$ cat config.mk
export PLATFORM = sky130hd
export DESIGN_NAME = hyperbus_ca_seq
export DESIGN_NICKNAME = d
export VERILOG_FILES = /design/src/rtl/hyperbus_ca_seq.sv
export SDC_FILE = /design/constraint.sdc
export NUM_CORES = 1
export LEC_CHECK = 0
export BUFFER_PORTS_ARGS = -buffer_cell sky130_fd_sc_hd__buf_4
export CELL_PAD_IN_SITES_DETAIL_PLACEMENT = 1
export CELL_PAD_IN_SITES_GLOBAL_PLACEMENT = 1
export CORE_UTILIZATION = 33
export DETAILED_ROUTE_END_ITERATION = 10
export PLACE_DENSITY_LB_ADDON = 0.1
export SYNTH_ARGS = -nofsm -noshare
export SYNTH_HDL_FRONTEND = slang
export SYNTH_SLANG_ARGS = --single-unit
$ cat constraint.sdc
create_clock -name clk -period 2 [get_ports clk]
set_input_delay 0.3 -clock clk [delete_from_list [all_inputs] [get_ports clk]]
set_output_delay 0.3 -clock clk [all_outputs]
set_load 0.02 [all_outputs]
$ cat src/rtl/hyperbus_ca_seq.sv
// HyperBus command/address sequencer: drives the 48-bit CA word, waits out the initial latency,
// then streams write bytes or captures read bytes for one chip select, followed by CS recovery.
module hyperbus_ca_seq #(
  parameter int unsigned MODULES    = 4,
  parameter int unsigned ADDR_WIDTH = 32,
  parameter int unsigned LATENCY    = 6,
  parameter int unsigned RECOVERY   = 2
) (
  input  logic                  clk,
  input  logic                  rst,
  input  logic                  req_valid_i,
  output logic                  req_ready_o,
  input  logic [MODULES-1:0]    cs_mask_i,
  input  logic [ADDR_WIDTH-1:0] addr_i,
  input  logic                  rw_i,
  input  logic [7:0]            len_i,
  input  logic [7:0]            wdata_i,
  output logic                  wready_o,
  output logic [7:0]            rdata_o,
  output logic                  rvalid_o,
  output logic [MODULES-1:0]    hb_cs_n_o,
  output logic [7:0]            hb_dq_o,
  output logic                  hb_dq_oe_o,
  input  logic [7:0]            hb_dq_i,
  input  logic                  hb_rwds_i,
  output logic                  busy_o
);

  typedef enum logic [2:0] {StIdle, StCa, StLat, StData, StRecov} state_e;

  localparam logic [7:0] CaLast    = 8'd5;
  localparam logic [7:0] LatLast   = 8'(LATENCY - 1);
  localparam logic [7:0] Lat2Last  = 8'(2 * LATENCY - 1);
  localparam logic [7:0] RecovLast = 8'(RECOVERY - 1);

  state_e               state_q, state_d;
  logic [7:0]           cnt_q, cnt_d;
  logic [MODULES-1:0]   hb_cs_n_q, hb_cs_n_d;
  logic [ADDR_WIDTH-1:0] addr_q;
  logic                 rw_q;
  logic [7:0]           len_q;
  logic                 lat2_q;
  logic [7:0]           rdata_q;
  logic                 rvalid_q;

  logic                 accept;
  logic                 sel_onehot;
  logic [MODULES-1:0]   sel;
  logic [63:0]          addr_ext;
  logic [31:0]          waddr;
  logic [47:0]          ca;
  logic [47:0]          ca_sh;
  logic [7:0]           lat_last;
  logic                 data_rd;

  assign accept     = (state_q == StIdle) && req_valid_i;
  assign sel        = ~cs_mask_i;
  assign sel_onehot = (sel != '0) && ((sel & (sel - MODULES'(1))) == '0);

  // Word address is the byte address halved; an odd byte address starts at the same word.
  assign addr_ext = 64'(addr_q);
  assign waddr    = addr_ext[32:1];
  assign ca       = {rw_q, 1'b0, 1'b1, waddr[31:3], 13'd0, waddr[2:0]};
  assign ca_sh    = ca << {cnt_q[2:0], 3'b000};
  assign lat_last = lat2_q ? Lat2Last : LatLast;
  assign data_rd  = (state_q == StData) && rw_q;

  always_comb begin
    state_d   = state_q;
    cnt_d     = cnt_q;
    hb_cs_n_d = hb_cs_n_q;
    unique case (state_q)
      StIdle: begin
        if (req_valid_i) begin
          cnt_d = '0;
          if (sel_onehot) begin
            state_d   = StCa;
            hb_cs_n_d = cs_mask_i;
          end else begin
            state_d = StRecov;
          end
        end
      end
      StCa: begin
        if (cnt_q == CaLast) begin
          cnt_d   = '0;
          state_d = StLat;
        end else begin
          cnt_d = cnt_q + 8'd1;
        end
      end
      StLat: begin
        if (cnt_q == lat_last) begin
          cnt_d   = '0;
          state_d = StData;
        end else begin
          cnt_d = cnt_q + 8'd1;
        end
      end
      StData: begin
        if (cnt_q == len_q) begin
          cnt_d     = '0;
          state_d   = StRecov;
          hb_cs_n_d = '1;
        end else begin
          cnt_d = cnt_q + 8'd1;
        end
      end
      StRecov: begin
        if (cnt_q == RecovLast) begin
          cnt_d   = '0;
          state_d = StIdle;
        end else begin
          cnt_d = cnt_q + 8'd1;
        end
      end
      default: begin
        state_d   = StIdle;
        cnt_d     = '0;
        hb_cs_n_d = '1;
      end
    endcase
  end

  always_ff @(posedge clk) begin
    if (rst) begin
      state_q   <= StIdle;
      cnt_q     <= '0;
      hb_cs_n_q <= '1;
      addr_q    <= '0;
      rw_q      <= 1'b0;
      len_q     <= '0;
      lat2_q    <= 1'b0;
      rdata_q   <= '0;
      rvalid_q  <= 1'b0;
    end else begin
      state_q   <= state_d;
      cnt_q     <= cnt_d;
      hb_cs_n_q <= hb_cs_n_d;
      if (accept) begin
        addr_q <= addr_i;
        rw_q   <= rw_i;
        len_q  <= len_i;
      end
      // RWDS only carries the latency flag during the first CA cycle.
      if ((state_q == StCa) && (cnt_q == '0)) begin
        lat2_q <= hb_rwds_i;
      end
      if (data_rd) begin
        rdata_q <= hb_dq_i;
      end
      rvalid_q <= data_rd;
    end
  end

  always_comb begin
    hb_dq_o    = '0;
    hb_dq_oe_o = 1'b0;
    wready_o   = 1'b0;
    if (state_q == StCa) begin
      hb_dq_o    = ca_sh[47:40];
      hb_dq_oe_o = 1'b1;
    end else if ((state_q == StData) && !rw_q) begin
      hb_dq_o    = wdata_i;
      hb_dq_oe_o = 1'b1;
      wready_o   = 1'b1;
    end
  end

  assign req_ready_o = (state_q == StIdle);
  assign busy_o      = (state_q != StIdle);
  assign hb_cs_n_o   = hb_cs_n_q;
  assign rdata_o     = rdata_q;
  assign rvalid_o    = rvalid_q;

endmodule

======== Yosys cells after proc, flatten, opt, wreduce, memory -nomap -nowiden ========
Cells that the tools add are included.
storage, ports and cells
  logic and storage cells ................. 66
  flip-flop bits (word level) ............. 66
  input port bits ......................... 65
operators by class
  add/sub/neg operators ................... 2
  reductions and logical operators ........ 14
  eq/ne operators ......................... 14
  bitwise logic cells ..................... 3
  shift operators ......................... 1
  muxes and demuxes ....................... 23
operators with widths
  kind                                                   count
  2-to-1 mux 8 bit                                       7
  << shifter 48 x 6 -> 48 bit                            1
  one-hot mux 8 bit (5 select lines)                     1
  2-to-1 mux 3 bit                                       6
  2-to-1 mux 4 bit                                       4
  one-hot mux 3 bit (5 select lines)                     1
  one-hot mux 4 bit (3 select lines)                     1
  adder 8 x 1 -> 8 bit, second input constant            1
  equality test 8 x 1 -> 1 bit, second input constant    1
  equality test 8 x 3 -> 1 bit, second input constant    1
  equality test 8 x 4 -> 1 bit                           1
  equality test 8 bit                                    1
  zero test 8 bit                                        1
  inequality test 2 bit, second input constant           4
  equality test 3 x 2 -> 1 bit, second input constant    2
  logical AND 1 bit                                      5
  AND reduction 5 bit                                    1
  AND 4 bit                                              1
  zero test 4 bit                                        1
  inequality test 2 x 1 -> 1 bit, second input constant  2
  NOT 4 bit                                              1
  AND reduction 4 bit                                    1
  nonzero test 4 bit                                     1
  subtractor 4 x 1 -> 4 bit, second input constant       1
  other kinds (8)                                        10

======== Longest topological paths before layout ========
  depth in word-level cells ............... 8
  depth in mapped cells ................... 8

======== Worst setup path before layout ========
OpenSTA, ideal clock, no wires.
  kind .................................... register to register
  from .................................... reg cnt_q[1]
  to ...................................... reg state_q[0]
  buffers on the path ..................... 1
  stages on the path, launching flop included .. 9
  data arrival time ....................... 1.977 ns
  library setup time ...................... 0.070 ns
  slack ................................... -0.047 ns
  period minus slack after synthesis ...... 2.047 ns
  path through ............................ dfxtp_1 clkbuf_1 inv_1 ha_1 nand2b_1 o311ai_4 o211ai_4 or4b_1 a21oi_1
between the ends
  word-level cells in the longest chain between the ends .. 3
  elaborated cells between the ends (all ways) .. 9
RTL lines
  element                                                                                   RTL line  source
  from (decl)                                                                               37        logic [7:0] cnt_q, cnt_d;
  from (signal assigned)                                                                    138       cnt_q <= cnt_d;
  equality test 8 x 1 -> 1 bit, or another cell as far along                                110       if (cnt_q == RecovLast) begin
  inequality test 2 bit (no line) / inequality test 2 x 1 -> 1 bit (equally long branches)  -
  AND reduction 5 bit (no line) (*)                                                         -
  to (signal assigned)                                                                      127       state_q <= StIdle;
  to (signal assigned)                                                                      137       state_q <= state_d;
  to (decl)                                                                                 36        state_e state_q, state_d;
Every way passes the cells marked *; elsewhere a longest branch is shown, timed or not.
A chain may end at the register's enable or synchronous reset.

======== Final worst setup path ========
  from .................................... reg cnt_q[7]
  to ...................................... reg state_q[0]
Same word-level chain as after synthesis.

==> impl_summary.md <==
Worst setup path
Of all nets on the critical path, the largest fanout is 6. STA puts the critical path data arrival time at 2350 ps. STA classifies the critical path startpoint as a flip-flop.

STA classifies the critical path endpoint as a flip-flop. The worst register-to-register path has a setup slack of -90 ps. The critical path is of the flip-flop to flip-flop type. The cell count of the worst reg-to-reg path is 5. The critical path required time is 2260 ps.

Logic synthesis
The post-synthesis instance total is 374. The total of warnings raised by yosys is 0. The netlist area before placement is 3040 um2.

The register bit total from synthesis is 65. The share of the synthesized netlist area taken by xor and xnor gates is 4.33%. In this run, synthesis inferred 0 flip-flops with an integrated enable. Of all flip-flops after synthesis, the portion carrying an async set or reset was 0%.

Of the total synthesized cell area, the portion taken by full adders, half adders and majority gates is 1.24%. The share of the synthesized area in the top cell type is 42.9%. Of the synthesized area, sequential elements account for 42.9%. In the post-synthesis netlist, the cell with the most instances is sky130_fd_sc_hd__nand2_1. By area the synthesized netlist is led by sky130_fd_sc_hd__dfxtp_1, sky130_fd_sc_hd__nand2_1, sky130_fd_sc_hd__a21oi_1, sky130_fd_sc_hd__mux4_2, sky130_fd_sc_hd__xnor2_1.

After synthesis, the most frequently instantiated cells are sky130_fd_sc_hd__nand2_1, sky130_fd_sc_hd__dfxtp_1, sky130_fd_sc_hd__a21oi_1. The largest total area in the synthesized netlist belongs to sky130_fd_sc_hd__dfxtp_1. Among all flip-flop cells after synthesis, the most frequent one is sky130_fd_sc_hd__dfxtp_1.

The unique cell type count in the Yosys netlist is 46. The synthesized netlist devotes 17.1% of its cell area to compound gates. Of the post-synthesis cell area, the part taken by muxes is 6.35%.

The total nets after synthesis is 442. Each instance of the synthesized netlist takes up on average 8.12 um2. The main combinational cell family by area after synthesis is simple AND/OR/NAND/NOR gates. After Yosys synthesis, and, or, nand and nor cells account for 23.7% of the synthesized area.

Timing
The time the final worst path needs with I/O delays and setup is 2090 ps. In the finished design, the share of the clock period the worst path needs comes to 104%. The transition at the pin with the smallest max-transition slack is 575 ps.

The achievable clock frequency is 478 MHz. The final number of max-transition violations is 0. Across all setup checks in the final design, the least slack found is -90.0 ps. Setup violations remaining at the end of the flow were counted as 6.

Setup repair after global routing could not meet its margin everywhere. The total negative slack is -350 ps. The final hold violation count is 0. Hold timing on the final database bottoms out at a slack of 205 ps. The remaining max-slew budget at the tightest pin is 61.6%. The clock tree skew after final layout is 6.83 ps.

Job
The max-cap check violation count is 0.

Clock tree
In this run, CTS created clock tree buffers numbering 9. The TritonCTS sink count is 65. The TritonCTS clock tree is done.

The H-tree depth is 3. The root buffer cell chosen for the clock tree is sky130_fd_sc_hd__clkbuf_8. The clock transition at the register clock pins on the worst setup and hold paths after CTS is 70 ps.

No sink is reached through more buffers than the 2 on the longest clock path. The clock insertion delay at the later pin of the skew report is 330 ps.

Floorplan
The die width is 97.9 um. The cell row count is 34. The overall die height is 97.9 um. The initial core utilization is 34.5%.

During I/O placement, the number of pins put on the boundary was 90. The area enclosed by the die boundary is 9590 um2. The floorplan step defined a core boundary enclosing 8810 um2.

Placed design
The number of buffers added on ports is 88. Routability-driven placement finished with a final weighted congestion of 0.826. After detailed placement, the total cell area comes to 3950 um2. The cell count after placement is 572.

The HPWL reported at the end of detailed placement is 6580 um.

Routing
The mean number of vias per cell is 5.02. The sum of routed wire length over all layers is 8910 um. The routed wirelength normalized by instance count is 15.1 um. For this block, the via count after detailed routing is 2,955. The detailed router finished its first iteration with 82 violations.

The number of detailed-routing iterations run before antenna repair is 7. The detail route stage leaves a number of antenna-violating nets equal to 0. After detailed routing, the number of remaining DRC violations is 11.

Power and ir drop
The worst-case vdd ir drop is 0.000378 V. The leakage dissipation is 1.74 nW. The power per unit of standard cell area is 858 nW/um2.

Finish
The fraction of layout instances using a drive strength above 1 is 33.5%. The finished cells cover 4230 um2. The number of nets in the finished design is 545. Excluding fillers, the count of instances in the completed layout stands at 589. Relative to the synthesized area, the layout overhead comes to 39.3%. 0 antenna diodes ended up in the layout. The layout has 1,095 filler cells.

GRT
Summed over all layers, the global routing overflow is 0. The number of antenna violations at the first check in global routing came to 0. The via count of the first global-routing pass is 2,914. Entering global routing, the biggest net connects 41 pins.

The global-route usage over all layers is 19.4%. The first global-routing pass estimated 14,700 um of wire.

Worst hold path
The type of the most critical hold path is primary input to flip-flop. Along the worst hold path, the cell count comes to 3.

Status
The flow ran to the end, but the final reports show violations. The final reports fail on DRC, setup timing.
per-stage QoR:
step	power (mW)	util, %	setup slack [ps]
floorplan	2.08	-	3.96
global placement	2.47	44.8	27.7
detailed placement	2.49	44.8	-13.0
CTS	3.65	47.6	-121
global route	3.86	48.0	-199
finish	3.63	48.0	-90.0
cell families after synthesis:
| kind of cell | after synthesis |
|---|---|
| AND/OR/NAND/NOR | 163 |
| XOR/XNOR | 15 |
| buffers and inverters | 34 |
| adder cells (fa/ha/maj) | 3 |
| AO/OA/AOI/OAI | 81 |
| multiplexers | 13 |
| flip-flops | 65 |
sequential cells by signal (all words and copies together) (netlist names):
name	count
addr_q	31
cnt_q	8
len_q	8
rw_q	1
hb_cs_n_o	4
rdata_o	8
rvalid_o	1
state_q	3
lat2_q	1
cell type report:
type / count / area [um2] / area share [%]
clock buffers: 12 / 155 / 3.67
clock inverters: 3 / 40.0 / 0.946
inverters: 10 / 37.5 / 0.887
multi-input cells: 275 / 1660 / 39.2
flip-flops and latches: 65 / 1310 / 30.9
well taps: 108 / 135 / 3.19
repair buffers: 116 / 895 / 21.1
power by group:
group	total (mW)	leakage [nW]	switching, mW	internal (mW)
Combinational	1.02	1.11	0.540	0.475
Clock	1.11	0.102	0.477	0.633
Sequential	1.50	0.533	0.0895	1.41
Total	3.63	1.74	1.11	2.52
layer usage:
metal / GRT usage, % / wire, um / up-vias
met3: 3.22 / 351 / 9
met5: 0 / 0 / -
met1: 27.4 / 4480 / 1392
met4: 8.39 / 117 / 0
li1: - / - / 1490
met2: 29.0 / 3970 / 64
what timing repair did:
item                                    4_1_cts  5_1_grt
pin swaps                                     2        8
endpoints found under the setup margin        9       16
hold buffers                                  0        0
setup buffers                                 1        1
gates resized for setup                      14        7
critical path, stage by stage (launching register included):
cell and delay [ps]:
sky130_fd_sc_hd__dfxtp_2 320, sky130_fd_sc_hd__or4_4 570, sky130_fd_sc_hd__o311ai_4 330, sky130_fd_sc_hd__o211ai_4 170
sky130_fd_sc_hd__or4b_4 500, sky130_fd_sc_hd__a21oi_2 140
cells in the final DEF (no fill, tap or decap), drive strengths merged, types with 3 or more instances in the layout:
cell    Yosys  final
nor3        6      6
inv        10     10
dfxtp      65     65
nand4       7      7
nor4        3      3
mux2i       8      8
nand3       6      6
o21ai       5      5
nand2b      4      4
nor2       20     20
nand2     105    105
xnor2      10     10
mux4        5      5
clkbuf     21     12
a21oi      54     54
xor2        5      5
a22o        5      5
buf         3    116
ha          3      3
worst paths after layout:
| path | end | startpoint |
|---|---|---|
| setup / recovery | state_q[0] | cnt_q[7] |
| hold / removal | addr_q[17] | addr_i[17] |
| setup reg to reg | state_q[0] | cnt_q[7] |
| hold reg to reg | addr_q[15] | addr_q[15] |
No activity file was read; power rests on OpenSTA's default activity.
